--- src/rtl/uart_rx_fifo_pkg.sv ---
// uart_rx_fifo_pkg
//   Constants shared by the UART receive and transmit paths:
//   - the UART byte width and the byte type built from it;
//   - the two-state ingest handshake encoding (idle / acknowledge).
package uart_rx_fifo_pkg;

    localparam int UART_BYTE_W = 8;

    typedef logic [UART_BYTE_W-1:0] uart_byte_t;

    localparam logic [0:0] ING_IDLE = 1'b0;
    localparam logic [0:0] ING_ACK  = 1'b1;

endpackage

--- src/rtl/uart_rx_fifo_ram.sv ---
// fifo_ram
//   DEPTH x 8 simple dual-port memory: one synchronous write port and one
//   synchronous read port. Neither the array nor the read register is reset.
//   Ports:
//     clk            system clock
//     we/waddr/wdata write strobe, address and byte
//     re/raddr       read strobe and address
//     rdata          read register, updated only on a read strobe
module fifo_ram
    import uart_rx_fifo_pkg::*;
#(
    parameter int DEPTH      = 16,
    parameter int ADDR_WIDTH = 4
) (
    input  logic                  clk,
    input  logic                  we,
    input  logic [ADDR_WIDTH-1:0] waddr,
    input  uart_byte_t            wdata,
    input  logic                  re,
    input  logic [ADDR_WIDTH-1:0] raddr,
    output uart_byte_t            rdata
);

    uart_byte_t mem [DEPTH];

    always_ff @(posedge clk) begin
        if (we) begin
            mem[waddr] <= wdata;
        end
        if (re) begin
            rdata <= mem[raddr];
        end
    end

endmodule

--- src/rtl/uart_rx_fifo.sv ---
// uart_rx_fifo
//   Receive buffer behind the UART receiver. Drains the receiver's holding
//   register into a DEPTH-entry circular FIFO and offers a CPU pop port.
//   Ports:
//     clk, rst             clock, synchronous active-high reset
//     rx_full, rx_data     receiver holding register flag and contents
//     rx_re                one-cycle acknowledge back to the receiver
//     rd                   CPU pop strobe
//     rd_data, rd_valid    popped byte (registered) and its one-cycle valid
//     empty, full, count   occupancy status
//     stall, stall_clr     sticky backpressure flag and its clear
module uart_rx_fifo
    import uart_rx_fifo_pkg::*;
#(
    parameter int DEPTH      = 16,
    parameter int ADDR_WIDTH = 4
) (
    input  logic                  clk,
    input  logic                  rst,
    input  logic                  rx_full,
    input  logic [7:0]            rx_data,
    output logic                  rx_re,
    input  logic                  rd,
    output logic [7:0]            rd_data,
    output logic                  rd_valid,
    output logic                  empty,
    output logic                  full,
    output logic [ADDR_WIDTH:0]   count,
    output logic                  stall,
    input  logic                  stall_clr
);

    localparam logic [ADDR_WIDTH:0] FULL_COUNT = (ADDR_WIDTH+1)'(DEPTH);

    logic [0:0]            ing_state;
    logic [ADDR_WIDTH-1:0] wr_ptr;
    logic [ADDR_WIDTH-1:0] rd_ptr;
    logic                  rd_loaded;
    logic                  wr_en;
    logic                  rd_en;
    logic                  offer_blocked;
    uart_byte_t            ram_q;

    assign empty = (count == '0);
    assign full  = (count == FULL_COUNT);

    // The ACK state skips the cycle in which the receiver's full flag is
    // still high for the byte just taken, so each byte is written once.
    // Admission looks at full from the registered count only; a pop in the
    // same cycle does not open a slot until the next idle evaluation.
    assign wr_en         = !rst && (ing_state == ING_IDLE) && rx_full && !full;
    assign offer_blocked = (ing_state == ING_IDLE) && rx_full && full;
    assign rd_en         = !rst && rd && !empty;

    // The RAM read register has no reset, so rd_data is forced to zero
    // until the first pop after reset loads it.
    assign rd_data = rd_loaded ? ram_q : 8'h00;

    fifo_ram #(
        .DEPTH      (DEPTH),
        .ADDR_WIDTH (ADDR_WIDTH)
    ) u_ram (
        .clk   (clk),
        .we    (wr_en),
        .waddr (wr_ptr),
        .wdata (rx_data),
        .re    (rd_en),
        .raddr (rd_ptr),
        .rdata (ram_q)
    );

    always_ff @(posedge clk) begin
        if (rst) begin
            ing_state <= ING_IDLE;
            rx_re     <= 1'b0;
            wr_ptr    <= '0;
            rd_ptr    <= '0;
            count     <= '0;
            rd_valid  <= 1'b0;
            rd_loaded <= 1'b0;
            stall     <= 1'b0;
        end else begin
            if (wr_en) begin
                ing_state <= ING_ACK;
                rx_re     <= 1'b1;
                wr_ptr    <= wr_ptr + 1'b1;
            end else begin
                ing_state <= ING_IDLE;
                rx_re     <= 1'b0;
            end

            if (rd_en) begin
                rd_ptr    <= rd_ptr + 1'b1;
                rd_loaded <= 1'b1;
            end
            rd_valid <= rd_en;

            case ({wr_en, rd_en})
                2'b10:   count <= count + 1'b1;
                2'b01:   count <= count - 1'b1;
                default: count <= count;
            endcase

            // A new backpressure event outranks a clear in the same cycle.
            if (offer_blocked) begin
                stall <= 1'b1;
            end else if (stall_clr) begin
                stall <= 1'b0;
            end
        end
    end

endmodule

--- config.mk ---
export PLATFORM = sky130hd
export DESIGN_NAME = uart_rx_fifo
export DESIGN_NICKNAME = d
export VERILOG_FILES = /design/src/rtl/uart_rx_fifo_pkg.sv /design/src/rtl/uart_rx_fifo_ram.sv /design/src/rtl/uart_rx_fifo.sv
export SDC_FILE = /design/constraint.sdc
export NUM_CORES = 1
export LEC_CHECK = 0
export ABC_AREA = 0
export ABC_CLOCK_PERIOD_IN_PS = 8200
export CAP_MARGIN = 20
export CORE_ASPECT_RATIO = 0.5
export CORE_MARGIN = 5
export CORE_UTILIZATION = 30
export DETAILED_ROUTE_END_ITERATION = 8
export SLEW_MARGIN = 0
export SYNTH_ARGS = -nofsm -noshare
export SYNTH_HDL_FRONTEND = slang
export SYNTH_SLANG_ARGS = --single-unit
export TNS_END_PERCENT = 10
--- constraint.sdc ---
create_clock -name clk -period 8.2 [get_ports clk]
set_clock_uncertainty 0.15 [all_clocks]
set_input_delay 1.64 -clock clk [delete_from_list [all_inputs] [get_ports clk]]
set_output_delay 1.64 -clock clk [all_outputs]
set_load 0.02 [all_outputs]
Word-level counts from Yosys, hierarchy flattened
Memory sizes are Yosys's and may differ from the RTL's. A register that Yosys moved wholly into a read port is not among the register bits.
Index checks and enable logic that the tools add are counted.
{ "totals": {"reg_bits": 17, "latch_bits": 0, "ramBits": 128, "mem_bits_ro": 0, "in_bits": 13, "out_inout_bits": 18, "word_cells": 35, "n_memories": 1} }
{ "op_classes": {"addsub": 4, "multipliers": 0, "div_mod_pow": 0, "magnitude_cmp": 0, "n_eq_ne": 3, "n_shift": 0, "mux": 6, "n_bitwise": 1, "n_reduce_logical": 13} }
{ "memory_table": {"columns": ["name", "depth", "width", "read_ports", "rd_clocked_by_memory_dff", "write_ports", "line_no", "source"], "rows": [
  ["u_ram.mem", 16, 8, 1, 1, 1, "uart_rx_fifo_ram.sv:24", "uart_byte_t mem [DEPTH];"]
]} }
{ "op_table": {"columns": ["cell", "count"], "rows": [
  ["$pmux W5 S2", 1],
  ["$add A4 B1 Y4 const B", 2],
  ["$mux W8", 1],
  ["$logic_and A1 B1 Y1", 7],
  ["$add A5 B1 Y5 const B", 1],
  ["$eq A5 B5 Y1 const B", 1],
  ["$logic_not A5 Y1", 1],
  ["$sub A5 B1 Y5 const B", 1],
  ["$mux W1", 4],
  ["$reduce_bool A2 Y1", 2],
  ["$logic_not A1 Y1", 3],
  ["$eq A2 B1 Y1 const B", 1],
  ["$eq A2 B2 Y1 const B", 1],
  ["$not A1 Y1", 1]
]} }

Depth between registers and ports, before layout
{ "depth": {"word_depth": 6, "ltp_mapped": 12, "ltp_nobuf": 12} }

Modules after synthesis
Synthesis repeated with hierarchy kept, for this count alone.
{ "unflattened": {"cells_unflattened": 327, "area_unflattened_um2": 6113.4} }
{ "by_module_without_submodules": {"columns": ["mod", "n_inst", "cells_each", "area_per_inst_um2", "seq_area_each_um2"], "rows": [
  ["fifo_ram", 1, 229, 5227.5, 4083.9],
  ["uart_rx_fifo", 1, 98, 885.8, 340.3]
]} }

Worst setup path before layout
Ideal clock, no wire load.
{ "synth_path": {"kind": "input -> register", "start": "input rst", "end": "register count[4]", "setup_ns": 0.121, "arrival_ns": 4.073, "required_time_ns": 7.929, "setup_slack_ns": 3.856, "cell_stages": 10, "n_path_buf": 2, "cell_sequence": "clkbuf_1 -> buf_1 -> nor2_1 -> ha_1 -> inv_1 -> fa_1 -> nand2b_1 -> a21oi_1 -> mux2i_1 -> mux2_2"} }
{ "synth_via": {"word_cells_on_any_way": 10, "cone_classes": "eq/ne: 2; mux: 1; reduce/logical: 7"} }
{ "synth_lines": {"columns": ["element", "line_no", "source"], "rows": [
  ["start, declared", "uart_rx_fifo.sv:19", "input logic rst,"],
  ["$logic_not A1 Y1 *", "uart_rx_fifo.sv:53", "assign rd_en = !rst && rd && !empty;"],
  ["$logic_and A1 B1 Y1 * (2 in a row)", "uart_rx_fifo.sv:53", null],
  ["net rd_en", "uart_rx_fifo.sv:40", "logic rd_en;"],
  ["$eq A2 B1 Y1 or $eq A2 B2 Y1 (tied branches)", "uart_rx_fifo.sv:98", "case ({wr_en, rd_en})"],
  ["$pmux W5 S2 or $reduce_bool A2 Y1 (tied branches)", null, null],
  ["end signal, assigned", "uart_rx_fifo.sv:99", "2'b10: count <= count + 1'b1;"],
  ["end signal, assigned", "uart_rx_fifo.sv:100", "2'b01: count <= count - 1'b1;"],
  ["end signal, assigned", "uart_rx_fifo.sv:101", "default: count <= count;"],
  ["end, declared", "uart_rx_fifo.sv:28", "output logic [ADDR_WIDTH:0] count,"]
]} }
Mark *: on every way through the listed nets, which the timed path passes. The rest lies on a longest branch.
A chain may end at the register's enable or synchronous reset.

Final worst setup path
{ "layout_path": {"start": "input rd", "end": "register count[4]"} }
{ "layout_via": {"elab_chain_cells": 4, "word_cells_on_any_way": 6, "cone_classes": "eq/ne: 2; mux: 1; reduce/logical: 3"} }
{ "layout_lines": {"columns": ["element", "line_no", "source"], "rows": [
  ["start, declared", "uart_rx_fifo.sv:23", "input logic rd,"],
  ["$logic_and A1 B1 Y1 * (2 in a row)", "uart_rx_fifo.sv:53", null],
  ["net rd_en", "uart_rx_fifo.sv:40", null],
  ["$eq A2 B1 Y1 or $eq A2 B2 Y1 (tied branches)", "uart_rx_fifo.sv:98", null],
  ["$pmux W5 S2 or $reduce_bool A2 Y1 (tied branches)", null, null]
]} }
Marked as above.

==> out/metrics.csv <==
stage;metric;value;unit
cts;htree_levels;4;
cts;cts_resized;0;
yosys;syn_avg_cell_area;17.9;µm²
detailed_routing;wl_met2;5680;µm
worst_hold_path;hold_path.class;reg2reg;
power_and_ir_drop;ir_drop;0.110;mV
layout;final_common_cell;edfxtp_1;
detailed_routing;antenna_left;0;
detailed_routing;top_layer;met5;
layout;drive_gt1_share;16.3;%
cts;cts_setup_buffers;0;
yosys;synth_nets;369;
power_and_ir_drop;total_power;0.00183;W
cts;cts_num_sinks;153;
global_routing;grt_max_degree;36;
timing;tightest_slew;1.03;ns
job;max-cap-violations;0;
yosys;synth_top_cell_by_area;edfxtp_1;
timing;rsz0062_at_grt;false;
yosys;ys_ff_latch;153;
power_and_ir_drop;pwr-share-clk;43.9;%
setup_path;cp_max_fo;9;
detailed_routing;via_per_inst;4.65;
floorplan;die_area;23800;µm²
detailed_routing;drc_errors;0;
cts;cts_root_buf;clkbuf_16;
timing;fmax;223;MHz
floorplan;initial_core_util;30.4;%
cts;cts_tree;yes;
layout;num-nets-final;408;
setup_path;critPathLaunch;rd;
yosys;synth.top_cell.area_share;65.8;%
global_routing;globalRouteTotalUtil;10.8;%
detailed_routing;vias;3123;
cts;clock_latency;0.44;ns
detailed_routing;routed-wl-met3;552;µm
layout;area_delta_synth_final;19.2;%
status;status;finished, final reports clean;
setup_path;rr_worst_depth;12;
cts;cts_hold_buf;0;
power_and_ir_drop;power_leakage;2.37;nW
layout;final_cell_mix;edfxtp_1, nor2_1, clkdlybuf4s50_1;
power_and_ir_drop;netSwitchingFraction;23.6;%
setup_path;crit_path_start_kind;input pin;
detailed_routing;wl_per_cell;18.4;µm
setup_path;r2r-start;count[1];
yosys;synth_top_family_by_area;multiplexers;
detailed_routing;wl;12300;µm
setup_path;endpoint_kind;flip-flop;
yosys;synthMuxAreaShare;12.8;%
power_and_ir_drop;switchingPower;0.000432;W
floorplan;core;20400;µm²
yosys;synth_area_leaders;edfxtp_1, mux4_2, dfxtp_1;
timing;period_minus_slack;4.49;ns
timing;setup_viol;0;
global_routing;grt_antenna_before_repair;1;
floorplan;num_io_pins;31;
setup_path;worstPathArrival;4.65;ns
yosys;synth_area;6200;µm²
yosys;yosys.area_share.xor_xnor;0.988;%
timing;finalCritPeriodShare;54.7;%
global_routing;grt_pass1_vias;3293;
timing;hold_violations;0;
global_routing;grt_overflow;0;
setup_path;crit_path_end;count[4];
cts;cts_made_buffers;17;
yosys;synthesis.instances;346;
timing;finalMaxSlewViolations;0;
floorplan;die_w;213;µm
power_and_ir_drop;power_density;247;nW/µm²
placed_design;port_buffers;30;
global_routing;grt_pass1_wl;19200;µm
yosys;synth-edff-count;136;
power_and_ir_drop;combPwrFrac;8.5;%
yosys;synth_compound_area_share;3.77;%
setup_path;timing.rr.end;count[4];
yosys;yosysSeqAreaShare;71.3;%
yosys;synthArstFlopShare;0;%
timing;tns;0;ns
floorplan;row_count;37;
detailed_routing;first_pass_iters;5;
yosys;synthSimpleGateAreaFrac;6.33;%
setup_path;timing_worst_setup_path_type;in2reg;
cts;path_clk_slew;0.06;ns
detailed_routing;initialDrtViolationCount;255;
power_and_ir_drop;power_frac_seq;47.7;%
placed_design;place_congestion;0.700;
timing;hold_slack;0.349;ns
yosys;yosys_warnings;0;
placed_design;dpl.hpwl;7740;µm
power_and_ir_drop;p_int;0.00140;W
yosys;synth_flop_cell;edfxtp_1;
layout;post-route-util;36.2;%
cts;clockBufferDepth;2;
timing;slew_headroom;31.3;%
layout;n_antenna_cell;0;
layout;fill_cells;1886;
yosys;yosysUniqueCellTypes;41;
setup_path;critPathRequiredTime;8.37;ns
yosys;synthAdderAreaFrac;2.14;%
detailed_routing;met1_length;5830;µm
setup_path;regToRegSetupSlack;4.79;ns
floorplan;die_y;112;µm
worst min-delay path by stage:
stage / cells past startpoint / end / startpoint
finish: 2 / stall / stall
floorplan: 2 / rd_loaded / rd_loaded
global placement: 2 / stall / stall
detailed placement: 2 / stall / stall
CTS: 2 / stall / stall
global route: 2 / stall / stall
synthesized netlist by cell type (3+ instances only):
cell type and number:
a21oi_1 7, a22oi_1 16, and2_1 9, buf_2 3, buf_6 3, clkbuf_1 5
dfxtp_1 17, edfxtp_1 136, ha_1 9, inv_1 10, mux4_1 11, mux4_2 21
nand2_1 15, nand3_1 4, nor2_1 34, nor2b_1 4, nor3_1 3, nor4_1 4
xnor2_1 3, xor2_1 4
through the flow:
step                      instance area, µm²  std cells  setup WS [ns]
final                                   7390        671           3.71
after CTS                               7390        671           3.73
after global routing                    7390        671           3.48
after detailed placement                6780        639           3.31
after global placement                  6780        639           3.36
after floorplan                         6200        346           3.86
area by class of cell:
type | count | area (µm²) | area share, %
sequential | 153 | 4430 | 59.9
multi-input combinational | 166 | 1630 | 22.0
clock buffer | 18 | 429 | 5.81
timing repair buffer | 37 | 353 | 4.77
tap | 273 | 342 | 4.62
clock inverter | 14 | 179 | 2.42
inverter | 10 | 37.5 | 0.508
routing by layer:
| layer | GRT usage [%] | vias to the layer above |
|---|---|---|
| met1 | 14.7 | 1576 |
| met2 | 16.6 | 74 |
| met3 | 2.53 | 24 |
| met5 | 0 | - |
| met4 | 4.32 | 2 |
| li1 | - | 1447 |
power by group through the flow:
stage               sequential [W]  combinational, W  clock (W)
floorplan                 0.000889          0.000107          0
finish                    0.000871          0.000155   0.000802
global placement          0.000888          0.000156          0
global route              0.000873          0.000169   0.000847
detailed placement        0.000889          0.000157          0
CTS                       0.000872          0.000158   0.000814
critical path, stage by stage:
cell	delay [ns]
clkdlybuf4s50_1	0.53
o31ai_4	0.14
nor2_1	0.61
ha_1	0.37
inv_1	0.10
fa_1	0.39
nand2b_1	0.16
a21oi_1	0.15
mux2i_1	0.22
mux2_2	0.34
flip-flops by register name, summed over array words and instances (netlist names):
name,flops
wr_ptr,4
u_ram.rdata,8
rd_ptr,4
rd_valid,1
u_ram.mem,128
ing_state,1
stall,1
rd_loaded,1
count,5
logic make-up after synthesis:
family                     count (synthesis)
xor gates and xnor gates                   7
muxes                                     35
adders and majority gates                 10
AOI/OAI and AO/OA                         32
DFF                                      153
and+or+nand+nor                           82
buffers and inverters                     27
Power figures use the tool's default switching activity.
